$ cat config.mk
export PLATFORM = sky130hd
export DESIGN_NAME = writeback_unit
export DESIGN_NICKNAME = d
export VERILOG_FILES = /design/src/rtl/writeback_unit.sv
export SDC_FILE = /design/constraint.sdc
export NUM_CORES = 1
export LEC_CHECK = 0
export CAP_MARGIN = 20
export CORE_MARGIN = 4
export CORE_UTILIZATION = 49
export CTS_CLUSTER_SIZE = 24
export DETAILED_ROUTE_END_ITERATION = 8
export PLACE_DENSITY = 0.85
export SLEW_MARGIN = 20
export SYNTH_ARGS = -nofsm -noshare
export SYNTH_HDL_FRONTEND = slang
export SYNTH_SLANG_ARGS = --single-unit
$ cat constraint.sdc
create_clock -name clk -period 2.85 [get_ports clk]
set_clock_uncertainty 0.1 [all_clocks]
set_input_delay 0.855 -clock clk [delete_from_list [all_inputs] [get_ports clk]]
set_output_delay 0.855 -clock clk [all_outputs]
set_load 0.05 [all_outputs]
$ cat src/rtl/writeback_unit.sv
// writeback_unit: owns the regfile write port. Merges a single-cycle ALU
// stream (priority) with a buffered long-op stream, publishes a
// pending-write mask, and with WB_FORWARD_EN defined adds an operand
// forwarding mux for the write currently in flight.
// REG_ADDR_SIZE / REG_SIZE defaults match the project constants.svh values.
module writeback_unit #(
   parameter int unsigned FIFO_DEPTH    = 4,
   parameter int unsigned STARVE_LIMIT  = 8,
   parameter int unsigned REG_ADDR_SIZE = 5,
   parameter int unsigned REG_SIZE      = 32
) (
   input  logic                          clk,
   input  logic                          reset,
   input  logic                          AluValid,
   input  logic [REG_ADDR_SIZE-1:0]      AluReg,
   input  logic [REG_SIZE-1:0]           AluData,
   output logic                          AluStall,
   input  logic                          LongValid,
   output logic                          LongReady,
   input  logic [REG_ADDR_SIZE-1:0]      LongReg,
   input  logic [REG_SIZE-1:0]           LongData,
   output logic                          WriteEnable,
   output logic [REG_ADDR_SIZE-1:0]      WriteReg,
   output logic [REG_SIZE-1:0]           WriteData,
   output logic [(2**REG_ADDR_SIZE)-1:0] PendingMask
`ifdef WB_FORWARD_EN
   ,
   input  logic [REG_ADDR_SIZE-1:0]      RegA,
   input  logic [REG_ADDR_SIZE-1:0]      RegB,
   input  logic [REG_SIZE-1:0]           Data1,
   input  logic [REG_SIZE-1:0]           Data2,
   output logic [REG_SIZE-1:0]           OpA,
   output logic [REG_SIZE-1:0]           OpB
`endif
);

   localparam int unsigned PTR_W = $clog2(FIFO_DEPTH);
   localparam int unsigned CNT_W = PTR_W + 1;
   localparam int unsigned AGE_W = $clog2(STARVE_LIMIT + 1);

   logic [REG_ADDR_SIZE-1:0] fifo_reg  [FIFO_DEPTH];
   logic [REG_SIZE-1:0]      fifo_data [FIFO_DEPTH];
   logic [PTR_W-1:0]         wr_ptr;
   logic [PTR_W-1:0]         rd_ptr;
   logic [CNT_W-1:0]         count;
   logic [AGE_W-1:0]         age;
   logic [AGE_W-1:0]         age_next;
   logic                     fifo_empty;
   logic                     push;
   logic                     pop;
   logic                     alu_take;
   logic [PTR_W-1:0]         slot_off;

   // Handshake and write-source selection; AluStall forces the FIFO head out.
   always_comb begin
      fifo_empty = (count == '0);
      LongReady  = !reset && (count < CNT_W'(FIFO_DEPTH));
      push       = LongValid && LongReady;
      pop        = !fifo_empty && (AluStall || !AluValid);
      alu_take   = AluValid && !pop;
      age_next   = age;
      if (pop || fifo_empty) begin
         age_next = '0;
      end else if (age != AGE_W'(STARVE_LIMIT)) begin
         age_next = age + AGE_W'(1);
      end
   end

   // Control state and registered write port.
   always_ff @(posedge clk) begin
      if (reset) begin
         wr_ptr      <= '0;
         rd_ptr      <= '0;
         count       <= '0;
         age         <= '0;
         AluStall    <= 1'b0;
         WriteEnable <= 1'b0;
         WriteReg    <= '0;
         WriteData   <= '0;
      end else begin
         if (push) wr_ptr <= wr_ptr + PTR_W'(1);
         if (pop)  rd_ptr <= rd_ptr + PTR_W'(1);
         count       <= count + CNT_W'(push) - CNT_W'(pop);
         age         <= age_next;
         AluStall    <= (age_next == AGE_W'(STARVE_LIMIT));
         WriteEnable <= pop || alu_take;
         if (pop) begin
            WriteReg  <= fifo_reg[rd_ptr];
            WriteData <= fifo_data[rd_ptr];
         end else if (alu_take) begin
            WriteReg  <= AluReg;
            WriteData <= AluData;
         end
      end
   end

   // Long-op payload storage; no reset needed, validity tracked by count.
   always_ff @(posedge clk) begin
      if (push) begin
         fifo_reg[wr_ptr]  <= LongReg;
         fifo_data[wr_ptr] <= LongData;
      end
   end

   // Pending mask: every occupied FIFO slot plus the write in flight.
   always_comb begin
      PendingMask = '0;
      slot_off    = '0;
      for (int unsigned i = 0; i < FIFO_DEPTH; i++) begin
         slot_off = PTR_W'(i) - rd_ptr;
         if ({1'b0, slot_off} < count) begin
            PendingMask[fifo_reg[i]] = 1'b1;
         end
      end
      if (WriteEnable) begin
         PendingMask[WriteReg] = 1'b1;
      end
   end

`ifdef WB_FORWARD_EN
   // Bypass regfile read data while the matching write has not committed.
   always_comb begin
      OpA = (WriteEnable && (WriteReg == RegA)) ? WriteData : Data1;
      OpB = (WriteEnable && (WriteReg == RegB)) ? WriteData : Data2;
   end
`endif

endmodule

==> metrics.txt <==
status finished with violations; failing checks setup timing; worst ir drop on vdd 0.0006223 V; drt pass-1 iters 6; share of layout cells above drive strength 1 29.76%; top post-synthesis cells by count 148 x edfxtp_1, 64 x nand2_1, 58 x a21oi_1; asr flop ratio synth 0%; worst setup path start count[1]; Row Count 50; cell count after synthesis 714; worst setup margin -631.6 ps; most used flip-flop cell after synthesis edfxtp_1; post-synth design cell area 9412 um2; fin crit share 122.2%; routability-driven placement congestion ratio 1.002; Via density 6.235; CP Cell Sequence inv_4 -> ha_2 -> nor2b_2 -> buf_4 -> or4b_4 -> o22a_1 -> o211ai_1 -> clkbuf_16; Synthesis Warnings 0; number of global-route vias before repair 7267; cell area after layout roughly 13000 um2; max reg flops 128; leak pwr between 4 and 5 nW; placed cell areas roughly 12000 um2; kind of critical path reg -> out; Setup-failing EPs final 32; Antenna Nets Post-Route 0; CTS Buf Count 17; Reg-to-Reg End count[2]; Initial Util 50.15%; RSZ-0062 raised after global routing yes; Distinct cells, synth 57; Setup crit end kind primary output; crit path capture PendingMask[23]; Layout area overhead 37.90%; Port Buffers 149; clk buf depth 2; Max-cap violations 0; sequential cell area fraction in the yosys report 58.28%; Die Span Y 146.6 um; post-detail-place hpwl 19050 um; slew margin rel. 54.36%; global-route wire length before repair 42290 um; DR vias 7283; pwr dens 813.6 nW/um2; Worst Path Max Fanout 4; Yosys top cell by area edfxtp_1; htree depth 4; achievable frequency 0.2872 GHz; WP data required 1900 ps; clock sink total 200; DR DRC count 0; Final Max Slew Viols 0; fin nets ~1000; Placed Cells 1127; number of synthesized register bits 200; # diodes 0; Post-synth EDFFs 148; io pins 150; synthesized area per cell 13.18 um2; most instantiated library cell after synthesis edfxtp_1; share of the synthesized area in the top cell type a little under half; Area contributors post-synth edfxtp_1 47%, dfxtp_1 11%, mux4_2 8.9%, a21oi_1 3.1%, a32oi_1 2.9%; crit path DAT 2530 ps; r2r worst-path depth 12; worst skew pair latency 420 ps; worst stage delay on the critical path between 500 and 600 ps; post-route insts no fill around 1200; R2R setup slack 240 ps; final count of hold timing violations 0; slowest CP cell or4b_4; Period minus WS final 3482 ps; chip width between 100 and 150 um; Tot GR Track Use about a quarter; syn_nets 805; Worst-path clk slew 70 ps; DRT iter0 DRCs around 700; worst-margin pin slew 683.1 ps; die area roughly 21000 um2; antenna violations before repair 0; FF-to-FF Start count[2]; clk root buf clkbuf_16; Hold Crit Class reg -> reg; post-layout util between 60% and 70%; Startpoint Class register; largest net degree at the start of global routing 48; core box area 18770 um2; TritonCTS clock tree yes; Total Wirelength 27860 um; GRT overflow 0; Post-Route Setup TNS -16520 ps; average detailed-routed wire length per instance 23.85 um
==> layer usage <==
layer,global-route usage (%),share of wire (%),up-vias
met5,0,0,-
met1,31.36,38,3558
li1,-,-,3209
met3,5.742,8.0,72
met2,43.28,50,444
met4,11.24,3.8,0
==> layout by cell type, fill, tap and decap left out, types with 24 or more instances in the layout <==
master / count
buf_12: 30
buf_4: 70
nor2_1: 38
clkdlybuf4s50_1: 113
nand2_1: 61
a32oi_1: 31
edfxtp_1: 148
a21oi_1: 45
clkbuf_16: 24
dfxtp_1: 45
mux4_2: 37
==> timing repair <==
item	in CTS	in global routing
setup buffers	6	4
hold buffers	0	0
resized for setup	33	45
pin swaps	19	29
setup endpoints to repair	33	33
==> critical path, delay by kind of cell (launching register included) <==
kind / cells / cell delay, ps
adders and majority gates: 1 / 170
and+or+nand+nor: 2 / 670
buffers and inverters: 3 / 460
DFF: 1 / 360
AOI/OAI and AO/OA: 2 / 430
==> cells by family (layout without fill, tap and decap cells) <==
family | Yosys count | in the layout | share of synthesized area [%]
simple gates | 236 | 236 | 13.27
xor+xnor | 8 | 8 | 0.7445
fa+ha+maj | 13 | 13 | 1.808
buf+inv | 63 | 283 | 3.629
compound gates | 157 | 157 | 13.41
mux | 37 | 37 | 8.854
flops | 200 | 200 | 58.28
==> power by group <==
part / leakage, nW / switching [W] / internal, W
combinational: 2.43 / 0.00257 / 0.00196
sequential: 1.77 / 0.000249 / 0.00342
clock: 0.279 / 0.00109 / 0.00127
total: 4.48 / 0.00390 / 0.00666
==> per-stage QoR <==
stage / worst slack (ps) / power [W] / hold WS (ps)
global placement: -454.6 / 0.007861 / 387.8
CTS: -589.6 / 0.01050 / 407.9
floorplan: -180.9 / 0.006417 / 406.3
finish: -631.6 / 0.01056 / 406.6
global route: -700.8 / 0.01099 / 431.4
detailed placement: -448.2 / 0.007948 / 400.2
==> final cells by class <==
type	count	area [um2]
Inverter	18	70.07
Sequential cell	200	5497
Clock buffer	21	493.0
Clock inverter	11	98.84
Timing Repair Buffer	233	2544
Multi-Input combinational cell	451	3984
Tap cell	234	292.8
Fill cell	1246	5789
==> how the worst min path moves through the flow <==
stage,slack [ps],endpoint,cells after the start,start
finish,410,WriteData[26],2,WriteData[26]
global placement,390,WriteData[4],2,WriteData[4]
floorplan,410,wr_ptr[1],2,wr_ptr[1]
CTS,410,WriteData[4],2,WriteData[4]
detailed placement,400,WriteData[4],2,WriteData[4]
global route,430,WriteData[4],2,WriteData[4]
(Power assumes the default switching activity.)
